<file path="config.mk">
export PLATFORM = sky130hd
export DESIGN_NAME = larpix_config_responder
export DESIGN_NICKNAME = d
export VERILOG_FILES = /design/src/rtl/larpix_config_responder.sv
export SDC_FILE = /design/constraint.sdc
export NUM_CORES = 1
export LEC_CHECK = 0
export ABC_CLOCK_PERIOD_IN_PS = 2900
export BUFFER_PORTS_ARGS = -buffer_cell sky130_fd_sc_hd__buf_4
export CORE_UTILIZATION = 52
export CTS_CLUSTER_DIAMETER = 100
export DETAILED_ROUTE_END_ITERATION = 16
export PLACE_DENSITY = 0.81
export SYNTH_ARGS = -nofsm -noshare
export SYNTH_HDL_FRONTEND = slang
export SYNTH_SLANG_ARGS = --single-unit
</file>
<file path="constraint.sdc">
create_clock -name clk -period 2.9 [get_ports clk]
set_input_delay 0.145 -clock clk [delete_from_list [all_inputs] [get_ports clk]]
set_output_delay 0.145 -clock clk [all_outputs]
set_load 0.05 [all_outputs]
</file>
<file path="src/rtl/larpix_config_responder.sv">
// larpix_config_responder: receives config packets, writes/reads the register map, replies.
// Latency: 6 clocks from rx_empty falling to ld_tx_data when tx_busy is low.
// Backpressure: holds in WAIT_TX while tx_busy is high; rx_empty is only looked at in IDLE.
// Optional feature: define MAGIC_NUMBER_CHECK_EN to drop writes whose magic field is wrong.
module larpix_config_responder #(
  parameter int unsigned WIDTH     = 64,
  parameter logic [31:0] MAGIC     = 32'h89504E47,
  parameter logic [7:0]  GLOBAL_ID = 8'd255
) (
  input  logic             clk,
  input  logic             reset_n,
  input  logic [7:0]       chip_id,
  input  logic [WIDTH-1:0] rx_data,
  input  logic             rx_empty,
  output logic             uld_rx_data,
  output logic [WIDTH-1:0] tx_data,
  output logic             ld_tx_data,
  input  logic             tx_busy,
  output logic [7:0]       cfg_addr,
  output logic [7:0]       cfg_wdata,
  output logic             cfg_we,
  input  logic [7:0]       cfg_rdata,
  output logic [7:0]       parity_err_cnt,
  output logic [7:0]       drop_cnt
);

  typedef enum logic [2:0] {
    IDLE    = 3'd0,
    UNLOAD  = 3'd1,
    CAPTURE = 3'd2,
    DECODE  = 3'd3,
    EXEC    = 3'd4,
    WAIT_TX = 3'd5,
    LOAD    = 3'd6
  } state_t;

  state_t           state_q, state_d;
  logic [WIDTH-1:0] pkt_q;
  logic [7:0]       reply_dat_q;
  logic [WIDTH-1:0] tx_data_q;
  logic [7:0]       par_cnt_q;
  logic [7:0]       drop_cnt_q;

  logic [1:0]       f_decl;
  logic [7:0]       f_chip;
  logic [7:0]       f_addr;
  logic [7:0]       f_data;
  logic             parity_ok, decl_ok, chip_ok, magic_ok, is_write;
  logic             drop_par, drop_other;
  logic [WIDTH-1:0] reply;

  // Field view of the captured packet; cfg_addr/cfg_wdata follow it so they stay
  // constant from DECODE until the next capture.
  assign f_decl    = pkt_q[1:0];
  assign f_chip    = pkt_q[9:2];
  assign f_addr    = pkt_q[17:10];
  assign f_data    = pkt_q[25:18];
  assign parity_ok = (pkt_q[63] == ~^pkt_q[62:0]);
  assign decl_ok   = f_decl[1];
  assign chip_ok   = (f_chip == chip_id) || (f_chip == GLOBAL_ID);
  assign is_write  = (f_decl == 2'd2);

`ifdef MAGIC_NUMBER_CHECK_EN
  assign magic_ok  = !is_write || (pkt_q[57:26] == MAGIC);
`else
  assign magic_ok  = 1'b1;
`endif

  assign cfg_addr       = f_addr;
  assign cfg_wdata      = f_data;
  assign tx_data        = tx_data_q;
  assign parity_err_cnt = par_cnt_q;
  assign drop_cnt       = drop_cnt_q;

  // State register.
  always_ff @(posedge clk or negedge reset_n) begin
    if (!reset_n) state_q <= IDLE;
    else          state_q <= state_d;
  end

  // Next-state logic, strobes and drop classification (parity first, one counter per drop).
  always_comb begin
    state_d     = state_q;
    uld_rx_data = 1'b0;
    ld_tx_data  = 1'b0;
    cfg_we      = 1'b0;
    drop_par    = 1'b0;
    drop_other  = 1'b0;
    case (state_q)
      IDLE:    if (!rx_empty) state_d = UNLOAD;
      UNLOAD:  begin
        uld_rx_data = 1'b1;
        state_d     = CAPTURE;
      end
      CAPTURE: state_d = DECODE;
      DECODE:  begin
        if (!parity_ok) begin
          drop_par = 1'b1;
          state_d  = IDLE;
        end else if (!decl_ok || !chip_ok || !magic_ok) begin
          drop_other = 1'b1;
          state_d    = IDLE;
        end else begin
          state_d = EXEC;
        end
      end
      EXEC:    begin
        cfg_we  = is_write;
        state_d = WAIT_TX;
      end
      WAIT_TX: if (!tx_busy) state_d = LOAD;
      LOAD:    begin
        ld_tx_data = 1'b1;
        state_d    = IDLE;
      end
      default: state_d = IDLE;
    endcase
  end

  // Reply: echo declare/addr, own chip ID, data from write or read, fixed magic and marker.
  always_comb begin
    reply         = '0;
    reply[1:0]    = f_decl;
    reply[9:2]    = chip_id;
    reply[17:10]  = f_addr;
    reply[25:18]  = reply_dat_q;
    reply[57:26]  = MAGIC;
    reply[62]     = 1'b1;
    reply[63]     = ~^reply[62:0];
  end

  // Packet capture, reply data sampling and the transmit holding register.
  always_ff @(posedge clk or negedge reset_n) begin
    if (!reset_n) begin
      pkt_q       <= '0;
      reply_dat_q <= 8'd0;
      tx_data_q   <= '0;
    end else begin
      if (state_q == CAPTURE) pkt_q <= rx_data;
      if (state_q == EXEC) reply_dat_q <= is_write ? f_data : cfg_rdata;
      if ((state_q == WAIT_TX) && !tx_busy) tx_data_q <= reply;
    end
  end

  // Saturating drop counters.
  always_ff @(posedge clk or negedge reset_n) begin
    if (!reset_n) begin
      par_cnt_q  <= 8'd0;
      drop_cnt_q <= 8'd0;
    end else begin
      if (drop_par && (par_cnt_q != 8'hFF))    par_cnt_q  <= par_cnt_q + 8'd1;
      if (drop_other && (drop_cnt_q != 8'hFF)) drop_cnt_q <= drop_cnt_q + 8'd1;
    end
  end

endmodule

</file>
After elaboration in Yosys (flattened, before gate mapping)
Cells that the tools add are included.

word-level totals
  register bits after elaboration = 132
  input port bits = 84
  output and inout port bits = 99

operators by class
  reductions and logical operators = 12
  eq/ne operators = 14
  multiplexer cells = 14
  $add $sub $neg = 2

operators by type and width
  cell                                           number
  XNOR reduction 63 bit                          2
  case mux 3 bit (6 select lines)                1
  adder 8 x 1 -> 8 bit, second input constant    2
  != test 8 bit, second input constant           2
  two-way mux 3 bit                              4
  == test 3 bit, second input constant           3
  == test 8 bit                                  1
  == test 8 bit, second input constant           1
  two-way mux 1 bit                              8
  two-way mux 8 bit                              1
  == test 3 x 2 -> 1 bit, second input constant  2
  != test 2 bit, second input constant           2
  == test 3 x 1 -> 1 bit, second input constant  1
  logical AND 1 bit                              3
  zero test 1 bit                                3
  zero test 3 bit                                1
  == test 2 bit, second input constant           1
  logical OR 1 bit                               2
  AND reduction 2 bit                            1
  == test 1 bit                                  1

Longest topological paths before layout
Gate-level depths: netlist (run 1).

  word-level depth = 8
  gate-level depth with buffers = 9
  gate-level depth less buffers = 8

Least setup slack after synthesis (run 1)
OpenSTA, ideal clock, no wires.

  kind = register -> register
  start point = reg pkt_q[8]
  end point = reg par_cnt_q[1], in the netlist parity_err_cnt[1]
  required time = 2775 ps
  path buffers = 0
  setup time = 125 ps
  cell stages (with the launch flop) = 9
  path slack = 281 ps
  data arrival time = 2495 ps
  path through = dfrtp_1 > ha_1 > xnor2_1 > xnor2_1 > xnor3_1 > xnor3_1 > xnor3_2 > nor2_1 > mux2_2

between the ends
  word-level cells in the longest chain between the ends = 5

ends and longest elaborated chain
  item                    RTL line  source
  from (decl)             38        logic [WIDTH-1:0] pkt_q;
  from (signal assigned)  139       if (state_q == CAPTURE) pkt_q <= rx_data;
  XNOR reduction 63 bit   58        assign parity_ok = (pkt_q[63] == ~^pkt_q[62:0]);
  == test 1 bit           58
  two-way mux 1 bit       97        if (!parity_ok) begin
  two-way mux 1 bit       89        case (state_q)
  logical AND 1 bit       151       if (drop_par && (par_cnt_q != 8'hFF)) par_cnt_q <= par_cnt_q + 8'd1;
  to (signal assigned)    151
  to (decl)               41        logic [7:0] par_cnt_q;

No other way between the ends.
A chain may end at the register's enable or synchronous reset.

Final worst setup path (run 1)
  start point = reg pkt_q[4]
  end point = reg par_cnt_q[1], in the netlist parity_err_cnt[1]

The elaborated chain is that of the path after synthesis.

==> results of run 1 <==
## timing repair
| item | in CTS | in global routing |
|---|---|---|
| resized for setup | 0 | 1 |
| hold buffers | 65 | 0 |
| setup endpoints to repair | 0 | 4 |
| hold endpoints to repair | 113 | 0 |
| setup buffers | 0 | 3 |
## area by class of cell
type	instances	area share (%)
Timing Repair Buffer	233	23.2
Inverter	2	0.0906
Clock buffer	23	5.89
Clock inverter	9	1.75
Tap cell	140	2.11
Sequential cell	119	36.0
Multi-Input combinational cell	291	31.0
## where the power goes
| group | internal (uW) | switching, uW | total (uW) |
|---|---|---|---|
| logic | 3860 | 3800 | 7670 |
| registers | 2340 | 626 | 2970 |
| clock network | 1520 | 712 | 2230 |
| total | 7730 | 5140 | 12900 |
## cells in the mapped netlist (all sizes together)
cell      n  area share (%)
mux2i     8             1.4
nor3b     5            0.72
and4      2            0.32
nor4b     1            0.15
clkbuf   13            0.83
nand2     9            0.57
ha        7             1.5
mux2     92              18
and3      5            0.53
dfrtp   119              50
a31o      1            0.15
buf      54             6.9
nand3     7            0.59
o21ai     4            0.34
xor2     17             2.5
or2       1            0.11
nor2     12            0.76
xnor3     4             1.5
inv       2            0.13
xnor2    71              11
nand4     4            0.42
nor3      3            0.53
conb      1           0.063
a21o      1            0.13
a21oi    10            0.85
and3b     1            0.15
and2      2            0.21
or3       1            0.11
## metrics by stage
| stage | util [%] | hold WS (ps) |
|---|---|---|
| global route | 75.7 | 5.15 |
| CTS | 75.5 | 0.537 |
| floorplan | - | -151 |
| finish | 75.7 | 8.86 |
| detailed placement | 63.8 | 211 |
| global placement | 63.8 | 205 |
## final timing paths
kind                        startpoint                end  cells past startpoint
max in group asynchronous      reset_n           pkt_q[8]                      3
min in group asynchronous      reset_n        tx_data[62]                      2
min reg2reg                tx_data[24]        tx_data[24]                      1
min                         chip_id[0]         tx_data[2]                      2
max reg2reg                   pkt_q[4]  parity_err_cnt[1]                      8
max                           pkt_q[4]  parity_err_cnt[1]                      8
## metal layers
layer	up-vias	part of all wire, %	wire [um]
met5	-	0	0
met4	0	1.7	231
met3	16	5.1	689
met2	145	54	7280
met1	1994	40	5400
li1	1896	-	-
## registers in the layout, summed over array words and instances (netlist names)
signal	count
reply_dat_q	8
tx_data	28
state_q	3
pkt_q	64
parity_err_cnt	8
drop_cnt	8
## cells by family (layout without fill, tap and decap cells)
group | count (synthesis) | after routing | share of synthesized area (%)
AO/OA/AOI/OAI | 16 | 16 | 1.46
XOR/XNOR | 92 | 92 | 14.7
adder cells (fa/ha/maj) | 7 | 7 | 1.48
buffers and inverters | 69 | 267 | 7.81
flip-flops | 119 | 119 | 50.4
multiplexers | 100 | 100 | 18.9
other | 1 | 23 | 0.0635
AND/OR/NAND/NOR | 53 | 53 | 5.17
## cell usage in the layout (no fill, tap or decap), types with 5 or more instances in the layout
cell / instances
buf_4: 167
nand3_1: 7
and3_1: 5
conb_1: 23
xnor2_1: 70
clkinv_2: 5
nand2_1: 9
clkbuf_16: 17
xor2_1: 17
nor2_1: 11
mux2_2: 92
mux2i_1: 8
ha_1: 7
dlygate4sd3_1: 65
a21oi_1: 10
dfrtp_1: 119
==> metrics.md, run 1 <==
| Metric | Value |
|---|---|
| Vias per cell | 4.96 |
| Met3 Track Usage GR | 6.63% |
| Largest net degree at the start of global routing | 71 |
| CTS Buf Count | 17 |
| Cells along the critical path | ha_1, xor2_1, xnor2_1, xnor2_1, xnor3_1, xnor3_2, nor2_2, mux2_2 |
| Layout Cells excl Fill | 817 |
| Max clock buf depth | 2 |
| Initial DRT Pass Iterations | 4 |
| Antenna Violating Nets Remaining | 0 |
| First-pass GRT wire length | 21.3 mm |
| Top Ports | 183 |
| Total routed wirelength | 13.6 mm |
| Slew HR | 53.2% |
| GR Layer Usage met1 | 27.2% |
| # Max-Cap Violations | 0 |
| Layout cells sized above 1 | 44.5% |
| Core area | 10,900 sq um |
| DR WL/cell | 16.6 um |
| Post-synth cell types | 36 |
| Worst Clk Skew | 6.99 ps |
| GRT busiest layer | met2 |
| Die X-Extent | 109 um |
| H-tree levels | 4 |
| Placer Congestion | 0.804 |
| Yosys warnings | 0 |
| Vias | 4,051 |
| Sequential-to-total area share from yosys stat | 50.4% |
| Most used cell, CP | xnor2_1 |
| Placed Cells | 717 |
| Mapped Cells | 457 |
| Setup violators final | 0 |
| Row cnt | 38 |
| Final instance area | 8280 sq um |
| Fmax | 360 MHz |
| Total grt overflow | 0 |
| CP max stage cell | xnor3_2 |
| Diode count | 0 |
| Max IR drop VDD | 1.16 mV |
| R2R Setup Slk | 120 ps |
| Worst stage delay on the critical path | 480 ps |
| Crit Path Max Fanout | 8 |
| DP Area | 6970 sq um |
| Leak | 0.00386 uW |
| CTS clk-pin slew, worst paths | 50 ps |
| Final slew viol count | 0 |
| Delay-heaviest family, CP | XOR/XNOR gates |
| RSZ-0062 raised after global routing | false |
| Vias in the first global route | 4,208 |
| Crit path time final | 2780 ps |
| DPL Wire Length | 8.89 mm |
| Crit path buffers/inverters | 0 |
| Register area | 2980 sq um |
| Total GRT Usage | 24.5% |
| Final Worst Setup Slack | 119 ps |
| Post-Syn Area | 5910 sq um |
| PD cells | 1550 nW/um^2 |
| Final Cycle Share | 95.9% |
| WP data required | 3200 ps |
| Status | finished clean |
| Slew @ Worst Pin | 702 ps |
| Multi-input gate area | 2560 sq um |
| Crit. End Element | flip-flop |
| Setup Total Neg Slack | 0 ps |
| Kind of critical path | flip-flop to flip-flop |
| Initial Util | 54.0% |
| Total power | 12,900 uW |
| Worst min-delay path class | primary input to flip-flop |
| Fillers | 679 |
| Syn avg cell area | 12.9 sq um |
| CP Launch Type | flip-flop |
| Skew-Pair Late Insertion Delay | 410 ps |
| Worst EP arrival | 3080 ps |
| CTS Sinks | 119 |
| DRC violations left | 0 |
| I/O Buffers | 159 |
| #FFs+latches synth | 119 |
| Syn-to-layout area delta | 40.2% |
| Initial antenna violation count | 0 |
| Count of final hold-check violations | 0 |
| Met2 usage | 44.7% |
| Initial drt markers | 135 |
| Nets | 755 |
| Root Buffer | clkbuf_16 |
| DP Worst Slack | 49.1 ps |
| CTS tree | done |
| Die ar. | 11,800 sq um |
| Die H | 109 um |
Note: power is estimated with default switching activity, not from simulation.
==> run 2, diff against run 1 <==
ABC_CLOCK_PERIOD_IN_PS = 3400   (was 2900)
CORE_UTILIZATION = 54   (was 52)
PLACE_DENSITY = 0.84   (was 0.81)
clock period = 3.4 ns   (was 2.9 ns; I/O delays follow)
==> metrics.md, run 2 (synthesized netlist as in run 1, its figures left out) <==
| Metric | Value |
|---|---|
| CTS Buf Count | 17 (unchanged) |
| DPL Wire Length | 8.61 mm (-3.2%) |
| Die X-Extent | 107 um (-1.8%) |
| Initial DRT Pass Iterations | 4 (unchanged) |
| Nets | 767 (+1.6%) |
| Fmax | 340 MHz (-5.4%) |
| RSZ-0062 raised after global routing | false |
| Sequential group share of total power | 25.4% (+2.3 points) |
| Die ar. | 11,400 sq um (-3.6%) |
| Layout Cells excl Fill | 826 (+1.1%) |
| Count of final hold-check violations | 0 (unchanged) |
| Register area | 2980 sq um (unchanged) |
| Most common cell after layout, fill and taps aside | buf_4 |
| Top Ports | 183 (unchanged) |
| Internal power | 5780 uW (-25%) |
| Placer Congestion | 0.780 (-3.0%) |
| Crit Path Max Fanout | 15 (+7) |
| Core area | 10,500 sq um (-4.3%) |
| Total routed wirelength | 13.6 mm (-0.23%) |
| Crit path time final | 2940 ps (+159 ps) |
| CTS tree | done |
| Clock share of power | 16.3% (-1.0 points) |
| DR WL/cell | 16.4 um (-1.3%) |
| CTS clk-pin slew, worst paths | 60 ps (about the same) |
| Slew HR | 47.9% (-5.4 points) |
| Vias in the first global route | 4,406 (+4.7%) |
| Initial drt markers | 134 (-0.74%) |
| Max clock buf depth | 2 (unchanged) |
| Initial Util | 56.5% (+2.4 points) |
| Worst min-delay path class | primary input to flip-flop |
| Met3 wire len | 728 um (+5.7%) |
| Switch Pwr | 4130 uW (-20%) |
| Setup violators final | 0 (unchanged) |
| Slew @ Worst Pin | 782 ps (+80.4 ps) |
| Root Buffer | clkbuf_8 |
| Multi-input gate area | 2560 sq um (about the same) |
| DRC violations left | 0 (unchanged) |
| Largest Register | pkt_q |
| Initial antenna violation count | 1 (+1) |
| Top routing layer used | met4 |
| Max reg flops | 64 (unchanged) |
| Final Worst Setup Slack | 461 ps (+341 ps) |
| Crit. End Element | flip-flop |
| Leak | 0.00386 uW (about the same) |
| Antenna Violating Nets Remaining | 0 (unchanged) |
| Final Cycle Share | 86.4% (-9.4 points) |
| Skew-Pair Late Insertion Delay | 490 ps (+80 ps) |
| First-pass GRT wire length | 21.6 mm (+1.7%) |
| Max IR drop VDD | 1.66 mV (+44%) |
| Row cnt | 37 (-2.6%) |
| H-tree levels | 4 (unchanged) |
| Setup Fix Bufs, Post-CTS | 0 (unchanged) |
| Syn-to-layout area delta | 41.0% |
| Largest net degree at the start of global routing | 63 (-11%) |
| Total GRT Usage | 24.8% (+0.25 points) |
| Core Util, Final | 79.6% (+3.9 points) |
| Kind of critical path | flip-flop to flip-flop |
| # Max-Cap Violations | 0 (unchanged) |
| Vias per cell | 4.97 (+0.18%) |
| Post-Route M1 WL | 5.56 mm (+2.9%) |
| Placed Cells | 711 (-0.84%) |
| PD cells | 1190 nW/um^2 (-23%) |
| Metal2 WL | 7.07 mm (-2.9%) |
| DP Worst Slack | 491 ps (+442 ps) |
| Worst Clk Skew | 9.08 ps (+2.09 ps) |
| Switch share | 41.7% (+1.8 points) |
| Die H | 107 um (-1.8%) |
| Worst EP arrival | 3320 ps (+240 ps) |
| Final slew viol count | 0 (unchanged) |
| Setup Total Neg Slack | 0 ps (unchanged) |
| Vias | 4,103 (+1.3%) |
| Total grt overflow | 0 (unchanged) |
| Logic pwr share | 58.2% (-1.4 points) |
| CTS Sinks | 119 (unchanged) |
| CP Launch Type | flip-flop |
| WP data required | 3780 ps (+580 ps) |
| Layout cells sized above 1 | 42.7% (-1.8 points) |
| I/O Buffers | 159 (unchanged) |
| Commonest non-fill, non-tap cells in the layout | buf_4 (161), dfrtp_1 (119), mux2_2 (92) |
| Fillers | 610 (-10%) |
| Status | finished clean |
run 2: metrics by stage:
step / hold WS (ps) / power (uW) / cell area, sq um
floorplan: -126 / 8360 / 5990
global placement: 278 / 8010 / 6970
detailed placement: 286 / 8160 / 6970
CTS: 30.1 / 9920 / 8330
global route: 95.6 / 10300 / 8330
finish: 45.9 / 9910 / 8330
run 2: critical path, stage by stage, from the launching register on:
cell,delay [ps]
dfrtp_1,400
ha_1,310
xnor2_1,140
xnor2_1,200
xnor3_1,450
xnor3_1,220
xnor3_2,550
nor2_1,220
mux2_2,350
run 2: power by group through the flow:
| stage | Combinational, uW | Clock [uW] | Sequential, uW |
|---|---|---|---|
| 6_report | 5770 | 1620 | 2520 |
| 5_1_grt | 6020 | 1710 | 2600 |
| 4_1_cts | 5760 | 1650 | 2510 |
| 3_5_place_dp | 5630 | 0 | 2540 |
| 3_3_place_gp | 5510 | 0 | 2500 |
| 2_1_floorplan | 5560 | 0 | 2810 |
run 2: layer usage:
layer / vias to the layer above / global-route usage, %
met5: - / 0
met4: 0 / 8.51
met3: 17 / 6.14
met2: 153 / 43.8
met1: 2019 / 29.3
li1: 1914 / -
run 2: final cells by class:
cell class,instances,area share [%]
sequential,119,35.7
multi-input combinational,291,30.8
timing repair buffer,245,24.8
clock buffer,23,5.60
tap,136,2.04
clock inverter,9,0.901
inverter,2,0.0901
antenna,1,0.0300
run 2: path summary, 6_finish.rpt:
| kind | cells past startpoint | slack, ps | from | end |
|---|---|---|---|---|
| worst min register to register | 1 | 500 | drop_cnt[4] | drop_cnt[4] |
| worst max register to register | 8 | 460 | pkt_q[8] | parity_err_cnt[1] |
| max in group asynchronous | 3 | 2310 | reset_n | parity_err_cnt[7] |
| worst min-delay path | 4 | 50 | rx_empty | state_q[0] |
| min in group asynchronous | 2 | 300 | reset_n | pkt_q[13] |
| worst max-delay path | 8 | 460 | pkt_q[8] | parity_err_cnt[1] |
run 2: what timing repair did:
item,in CTS,in global routing
gates resized for setup,0,0
hold buffers,82,0
hold endpoints to repair,138,0
